<file path="config.mk">
export PLATFORM = sky130hd
export DESIGN_NAME = jailbreak_lpf_sched
export DESIGN_NICKNAME = d
export VERILOG_FILES = /design/src/rtl/jailbreak_audio_pkg.sv /design/src/rtl/jailbreak_iir_mac.sv /design/src/rtl/jailbreak_lpf_sched.sv
export SDC_FILE = /design/constraint.sdc
export NUM_CORES = 2
export LEC_CHECK = 0
export CAP_MARGIN = 20
export CORE_AREA = 2 2 259 261
export DETAILED_ROUTE_END_ITERATION = 7
export DIE_AREA = 0 0 261 263
export GPL_TIMING_DRIVEN = 0
export PLACE_DENSITY_LB_ADDON = 0.2
export SYNTH_ARGS = -nofsm -noshare
export SYNTH_HDL_FRONTEND = slang
export SYNTH_HIERARCHICAL = 1
export SYNTH_SLANG_ARGS = --single-unit
export TNS_END_PERCENT = 10
</file>
<file path="constraint.sdc">
create_clock -name i_clk -period 16.97 [get_ports i_clk]
set_input_delay 1.697 -clock i_clk [delete_from_list [all_inputs] [get_ports i_clk]]
set_output_delay 1.697 -clock i_clk [all_outputs]
set_load 0.1 [all_outputs]
</file>
<file path="src/rtl/jailbreak_audio_pkg.sv">
// Shared widths, FSM/MAC encodings, coefficient defaults and helpers for the audio filter path.
// Pure definitions: no latency, no flow control.
package jailbreak_audio_pkg;

    localparam int COEF_W  = 18;
    localparam int Q_SHIFT = 15;
    localparam int ACC_W   = 38;
    localparam int SMP_W   = 16;
    localparam int MAX_CH  = 4;

    typedef enum logic [2:0] {
        ST_IDLE,
        ST_MB1,
        ST_MB2,
        ST_MA2,
        ST_WB,
        ST_DONE
    } state_e;

    typedef enum logic [1:0] {
        MAC_HOLD,
        MAC_LOAD,
        MAC_ADD,
        MAC_SUB
    } mac_op_e;

    localparam logic [1:0] CFG_SEL_B1   = 2'd0;
    localparam logic [1:0] CFG_SEL_B2   = 2'd1;
    localparam logic [1:0] CFG_SEL_A2   = 2'd2;
    localparam logic [1:0] CFG_SEL_NONE = 2'd3;

    localparam logic signed [COEF_W-1:0] COEF_DEF_B  = 18'sd1488;
    localparam logic signed [COEF_W-1:0] COEF_DEF_A2 = -18'sd29791;

    localparam logic signed [ACC_W-1:0] SAT_MAX = 38'sd32767;
    localparam logic signed [ACC_W-1:0] SAT_MIN = -38'sd32768;

    function automatic logic signed [COEF_W-1:0] sext_smp(input logic signed [SMP_W-1:0] v);
        return {{(COEF_W-SMP_W){v[SMP_W-1]}}, v};
    endfunction

    function automatic logic signed [SMP_W-1:0] sat16(input logic signed [ACC_W-1:0] v);
        if (v > SAT_MAX)
            return 16'sh7FFF;
        else if (v < SAT_MIN)
            return 16'sh8000;
        else
            return v[SMP_W-1:0];
    endfunction

endpackage

</file>
<file path="src/rtl/jailbreak_iir_mac.sv">
// Shared 18x18 multiply with load/add/sub into a 38-bit accumulator, plus Q15 rescale and 16-bit clamp.
// Combinational (caller registers the accumulator); no flow control.
module jailbreak_iir_mac
    import jailbreak_audio_pkg::*;
(
    input  mac_op_e                   i_op,
    input  logic signed [COEF_W-1:0]  i_coef,
    input  logic signed [COEF_W-1:0]  i_sample,
    input  logic signed [ACC_W-1:0]   i_acc,
    output logic signed [ACC_W-1:0]   o_acc,
    output logic signed [SMP_W-1:0]   o_sat
);

    logic signed [2*COEF_W-1:0] w_prod;
    logic signed [ACC_W-1:0]    w_prod_ext;
    logic signed [ACC_W-1:0]    w_shr;

    assign w_prod     = i_coef * i_sample;
    assign w_prod_ext = {{(ACC_W-2*COEF_W){w_prod[2*COEF_W-1]}}, w_prod};

    always_comb begin
        o_acc = i_acc;
        unique case (i_op)
            MAC_LOAD: o_acc = w_prod_ext;
            MAC_ADD:  o_acc = i_acc + w_prod_ext;
            MAC_SUB:  o_acc = i_acc - w_prod_ext;
            default:  o_acc = i_acc;
        endcase
    end

    // Arithmetic shift floors toward -inf, matching the reference filter.
    assign w_shr = i_acc >>> Q_SHIFT;
    assign o_sat = sat16(w_shr);

endmodule

</file>
<file path="src/rtl/jailbreak_lpf_sched.sv">
// Time-multiplexed first-order IIR low-pass over CHANNELS lanes sharing one MAC; tick every max(div,4*CHANNELS+2) clks.
// Output 4*CHANNELS+2 cycles after tick; config writes accepted only while idle (cfg_ready).
module jailbreak_lpf_sched
    import jailbreak_audio_pkg::*;
#(
    parameter int                       CHANNELS    = 2,
    parameter logic signed [COEF_W-1:0] COEF_RST_B  = COEF_DEF_B,
    parameter logic signed [COEF_W-1:0] COEF_RST_A2 = COEF_DEF_A2
)(
    input  logic                        i_clk,
    input  logic                        i_reset,
    input  logic [9:0]                  i_div,
    input  logic [16*CHANNELS-1:0]      i_in,
    input  logic                        i_cfg_we,
    output logic                        o_cfg_ready,
    input  logic [1:0]                  i_cfg_ch,
    input  logic [1:0]                  i_cfg_sel,
    input  logic signed [COEF_W-1:0]    i_cfg_data,
    output logic [16*CHANNELS-1:0]      o_out,
    output logic                        o_out_valid
);

    localparam logic [9:0] P_MIN   = 10'(4*CHANNELS+2);
    localparam logic [2:0] NCH     = 3'(CHANNELS);
    localparam logic [1:0] LAST_CH = 2'(CHANNELS-1);

    state_e                     r_state;
    state_e                     w_next;
    logic [9:0]                 r_cnt;
    logic [9:0]                 w_period;
    logic                       w_tick;
    logic [1:0]                 r_ch;
    logic signed [ACC_W-1:0]    r_acc;
    logic signed [ACC_W-1:0]    w_acc_nxt;
    logic signed [SMP_W-1:0]    w_sat;
    mac_op_e                    w_mac_op;
    logic signed [COEF_W-1:0]   w_coef;
    logic signed [COEF_W-1:0]   w_sample;
    logic                       w_cfg_acc;

    logic signed [SMP_W-1:0]    r_xcap [MAX_CH];
    logic signed [SMP_W-1:0]    r_x1   [MAX_CH];
    logic signed [SMP_W-1:0]    r_y1   [MAX_CH];
    logic signed [COEF_W-1:0]   r_b1   [MAX_CH];
    logic signed [COEF_W-1:0]   r_b2   [MAX_CH];
    logic signed [COEF_W-1:0]   r_a2   [MAX_CH];
    logic [16*CHANNELS-1:0]     r_out;
    logic                       r_out_valid;

    // Period floor guarantees the full channel sweep fits between ticks.
    assign w_period = (i_div > P_MIN) ? i_div : P_MIN;
    assign w_tick   = (r_cnt >= w_period - 10'd1);

    assign o_cfg_ready = (r_state == ST_IDLE);
    assign w_cfg_acc   = i_cfg_we && o_cfg_ready && ({1'b0, i_cfg_ch} < NCH);
    assign o_out       = r_out;
    assign o_out_valid = r_out_valid;

    always_ff @(posedge i_clk) begin
        if (i_reset) begin
            r_state <= ST_IDLE;
            r_cnt   <= '0;
        end else begin
            r_state <= w_next;
            r_cnt   <= w_tick ? 10'd0 : r_cnt + 10'd1;
        end
    end

    always_comb begin
        w_next   = r_state;
        w_mac_op = MAC_HOLD;
        w_coef   = '0;
        w_sample = '0;
        unique case (r_state)
            ST_IDLE: if (w_tick) w_next = ST_MB1;
            ST_MB1: begin
                w_mac_op = MAC_LOAD;
                w_coef   = r_b1[r_ch];
                w_sample = sext_smp(r_xcap[r_ch]);
                w_next   = ST_MB2;
            end
            ST_MB2: begin
                w_mac_op = MAC_ADD;
                w_coef   = r_b2[r_ch];
                w_sample = sext_smp(r_x1[r_ch]);
                w_next   = ST_MA2;
            end
            ST_MA2: begin
                w_mac_op = MAC_SUB;
                w_coef   = r_a2[r_ch];
                w_sample = sext_smp(r_y1[r_ch]);
                w_next   = ST_WB;
            end
            ST_WB:   w_next = (r_ch == LAST_CH) ? ST_DONE : ST_MB1;
            ST_DONE: w_next = ST_IDLE;
            default: w_next = ST_IDLE;
        endcase
    end

    jailbreak_iir_mac u_mac (
        .i_op     (w_mac_op),
        .i_coef   (w_coef),
        .i_sample (w_sample),
        .i_acc    (r_acc),
        .o_acc    (w_acc_nxt),
        .o_sat    (w_sat)
    );

    always_ff @(posedge i_clk) begin
        if (i_reset) begin
            r_acc       <= '0;
            r_ch        <= '0;
            r_out       <= '0;
            r_out_valid <= 1'b0;
            for (int c = 0; c < MAX_CH; c++) begin
                r_xcap[c] <= '0;
                r_x1[c]   <= '0;
                r_y1[c]   <= '0;
                r_b1[c]   <= COEF_RST_B;
                r_b2[c]   <= COEF_RST_B;
                r_a2[c]   <= COEF_RST_A2;
            end
        end else begin
            r_acc       <= w_acc_nxt;
            r_out_valid <= 1'b0;
            // Same-edge write lands before MB1 reads the bank on the next cycle.
            if (w_cfg_acc) begin
                unique case (i_cfg_sel)
                    CFG_SEL_B1: r_b1[i_cfg_ch] <= i_cfg_data;
                    CFG_SEL_B2: r_b2[i_cfg_ch] <= i_cfg_data;
                    CFG_SEL_A2: r_a2[i_cfg_ch] <= i_cfg_data;
                    default: ;
                endcase
            end
            if (r_state == ST_IDLE && w_tick) begin
                r_ch <= '0;
                for (int c = 0; c < CHANNELS; c++)
                    r_xcap[c] <= i_in[16*c +: 16];
            end
            if (r_state == ST_WB) begin
                r_y1[r_ch] <= w_sat;
                r_x1[r_ch] <= r_xcap[r_ch];
                r_ch       <= r_ch + 2'd1;
            end
            if (r_state == ST_DONE) begin
                r_out_valid <= 1'b1;
                for (int c = 0; c < CHANNELS; c++)
                    r_out[16*c +: 16] <= r_y1[c];
            end
        end
    end

endmodule
</file>
==> metrics.cfg <==
[outcome]
outcome=finished, final reports clean

[cts]
cts_max_level=2
clk_pin_slew_ns=0.07
ctsHoldBuffers=0
cts_setup_buffers=0
cts_buffer_depth=3
root_buffer=clkbuf_16
clock_sinks=464
cts_buffers=50
clk_latency_ns=0.62
cts_tree=yes
post_cts_resized=0

[worst_setup_path]
slowest_delay_ns=0.99
critPathKind=reg2reg
cp_max_fo=10
end_kind=flip-flop
reg2reg_to=r_acc[37]
arrival_ns=14.22
cp.required_ns=17.44
start_kind=flip-flop
crit_slowest_cell=a211oi_2
cpMostUsedCell=fa_1
worst_r2r_path_depth=41
r2r_slack_ns=3.23

[global_routing]
grt_start_max_net_pins=33
antenna_found_initial=3
overflow=0
grt_pass1_vias=26140
grt.total_usage_pct=28.83
grt_pass1_wl_microns=150500

[power]
powerDensity_mw_per_mm2=66.42
power_leakage_nw=16.45
peakVddDrop_mv=0.08119

[finish]
regArea_sq_mm=0.01305
area_growth_pct=12.30
final_common_cell=inv_1
nFillCells=5388
multi_input_area_sq_mm=0.02089
final_cell_mix=412 x inv_1, 376 x edfxtp_1, 330 x fa_1
drive_above_1_share_pct=8.540
final_nets=4129

[floorplanning]
boundaryPins=101
initial_core_util_pct=54.69
core_area_sq_mm=0.06563
die_w_microns=261
die_area_sq_mm=0.06864
rows=94
chipHeight_microns=263

[logic_synthesis]
yosysWarnings=6
synth_cell_types=79
synthCells=3357
ys.flop_type=edfxtp_1
synthArstFlopShare_pct=0
synth-seq-area-share_pct=36.36
synth_edf_count=376
syn_area_per_cell_sq_um=10.69
netlist_area_sq_mm=0.03589
ys_ff_latch=464

[timing]
final_max_slew_viol_count=0
rsz0062_at_grt=no
max_freq_mhz=72.77
hold_violations=0
worst_slew_pin_slew_ns=1.165
fin_crit_ns=13.74
fin_skew_ns=0.03166
timing.hold.ws_ns=0.4527
setup_tns_ns=0
setup-violations-final=0
post-route-period-util_pct=80.98
slew_headroom_pct=22.33

[worst_hold_path]
hold_path_startpoint=o_out[12]
hold_depth=2
hold_end=o_out[12]
hp-class=reg2reg

[place]
numPortBuffers=99
gp_congestion=0.9751
dp_hpwl_microns=73030

[routing]
via_count=25840
final_antenna_net_count=0
drt_iter0_markers=2443
firstDrtPassIters=6
wl_per_cell_microns=21.61
drc=0
wl_microns=97120
avgViaCountPerCell=5.748

[flow_run]
maxCapViolCount=0

-- critical path: cells and delay by family (launching register included) --
family                   cells  cell delay (ns)
adder cells (fa/ha/maj)      8             3.91
AO/OA/AOI/OAI               13             3.68
AND/OR/NAND/NOR              9             2.49
buffers and inverters        6             2.03
multiplexers                 3             0.65
XOR/XNOR                     2             0.45
flip-flops                   1             0.34
-- area by class of cell --
cell class	instances	share of cell area, %
timing repair buffer	127	3.191
inverter	413	3.846
buffer	171	1.735
tap	864	2.682
multi-input combinational	2361	51.82
sequential	464	32.38
antenna	1	0.006208
clock inverter	30	1.052
clock buffer	64	3.284
-- worst max path at each step --
stage / start / to
after floorplan: flip-flop / r_acc[37]
after global placement: flip-flop / r_acc[37]
after detailed placement: flip-flop / r_acc[37]
after CTS: flip-flop / r_acc[37]
after global routing: flip-flop / r_acc[37]
final: flip-flop / r_acc[37]
-- through the flow --
stage               setup slack [ns]  util, %  total power, mW  area, sq um  std cells
finish                         3.228    61.42            2.677        40310       4495
global route                   2.714    61.42            2.748        40310       4494
CTS                            3.442    61.38            2.682        40280       4492
detailed placement             3.553    58.72            1.522        38540       4398
global placement               2.403    58.15            1.516        38160       4372
floorplan                      5.457        -            1.442        36090       3409
-- cell usage after synthesis, types with 25 or more instances --
library cell | instances | share of area, %
or2_2 | 39 | 0.68
xnor2_1 | 66 | 1.6
a21o_1 | 39 | 0.82
mux4_2 | 86 | 5.4
mux2i_1 | 67 | 1.9
edfxtp_1 | 376 | 31
nand2b_1 | 41 | 0.71
o21ai_0 | 81 | 1.1
clkbuf_1 | 127 | 1.3
nor3_1 | 56 | 0.78
ha_1 | 144 | 5.0
nor2b_1 | 48 | 0.84
xor2_1 | 52 | 1.3
a211oi_1 | 38 | 0.79
and3_1 | 27 | 0.47
or3_1 | 25 | 0.44
nor2_1 | 192 | 2.0
and2_1 | 325 | 5.7
a21oi_1 | 160 | 2.2
inv_1 | 412 | 4.3
nand2_1 | 302 | 3.2
dfxtp_1 | 88 | 4.9
fa_1 | 330 | 18
nand3_1 | 27 | 0.38
-- report_power, final --
part           leakage, nW  internal [mW]  total [mW]  switching [mW]
logic                 11.2         0.0916       0.227           0.135
clock network        0.850          0.695        1.17           0.478
registers             4.37           1.26        1.28          0.0128
-- routing by layer --
layer  share of wire [%]  global-route usage [%]
met1                  41                   40.10
met2                  47                   45.89
met3                 8.2                   4.689
met4                 3.9                   10.50
met5                   0                       0
-- flip-flops by register name (all words and copies together), names as in the netlist, named ones only --
register,cells
r_b1,72
r_ch,2
r_a2,72
r_cnt,10
o_out,32
r_state,3
r_x1,64
r_b2,72
r_y1,64
r_xcap,32
r_acc,38
o_out_valid,1
-- cell families after synthesis --
group | count (synthesis) | share of synthesized area, %
mux | 155 | 7.327
other cells | 2 | 0.02092
xor+xnor | 118 | 2.879
simple gates | 1136 | 16.40
buf+inv | 584 | 6.267
fa+ha+maj | 474 | 23.42
compound gates | 424 | 7.313
flops | 464 | 36.36
Note: power is estimated with default switching activity, not from simulation.
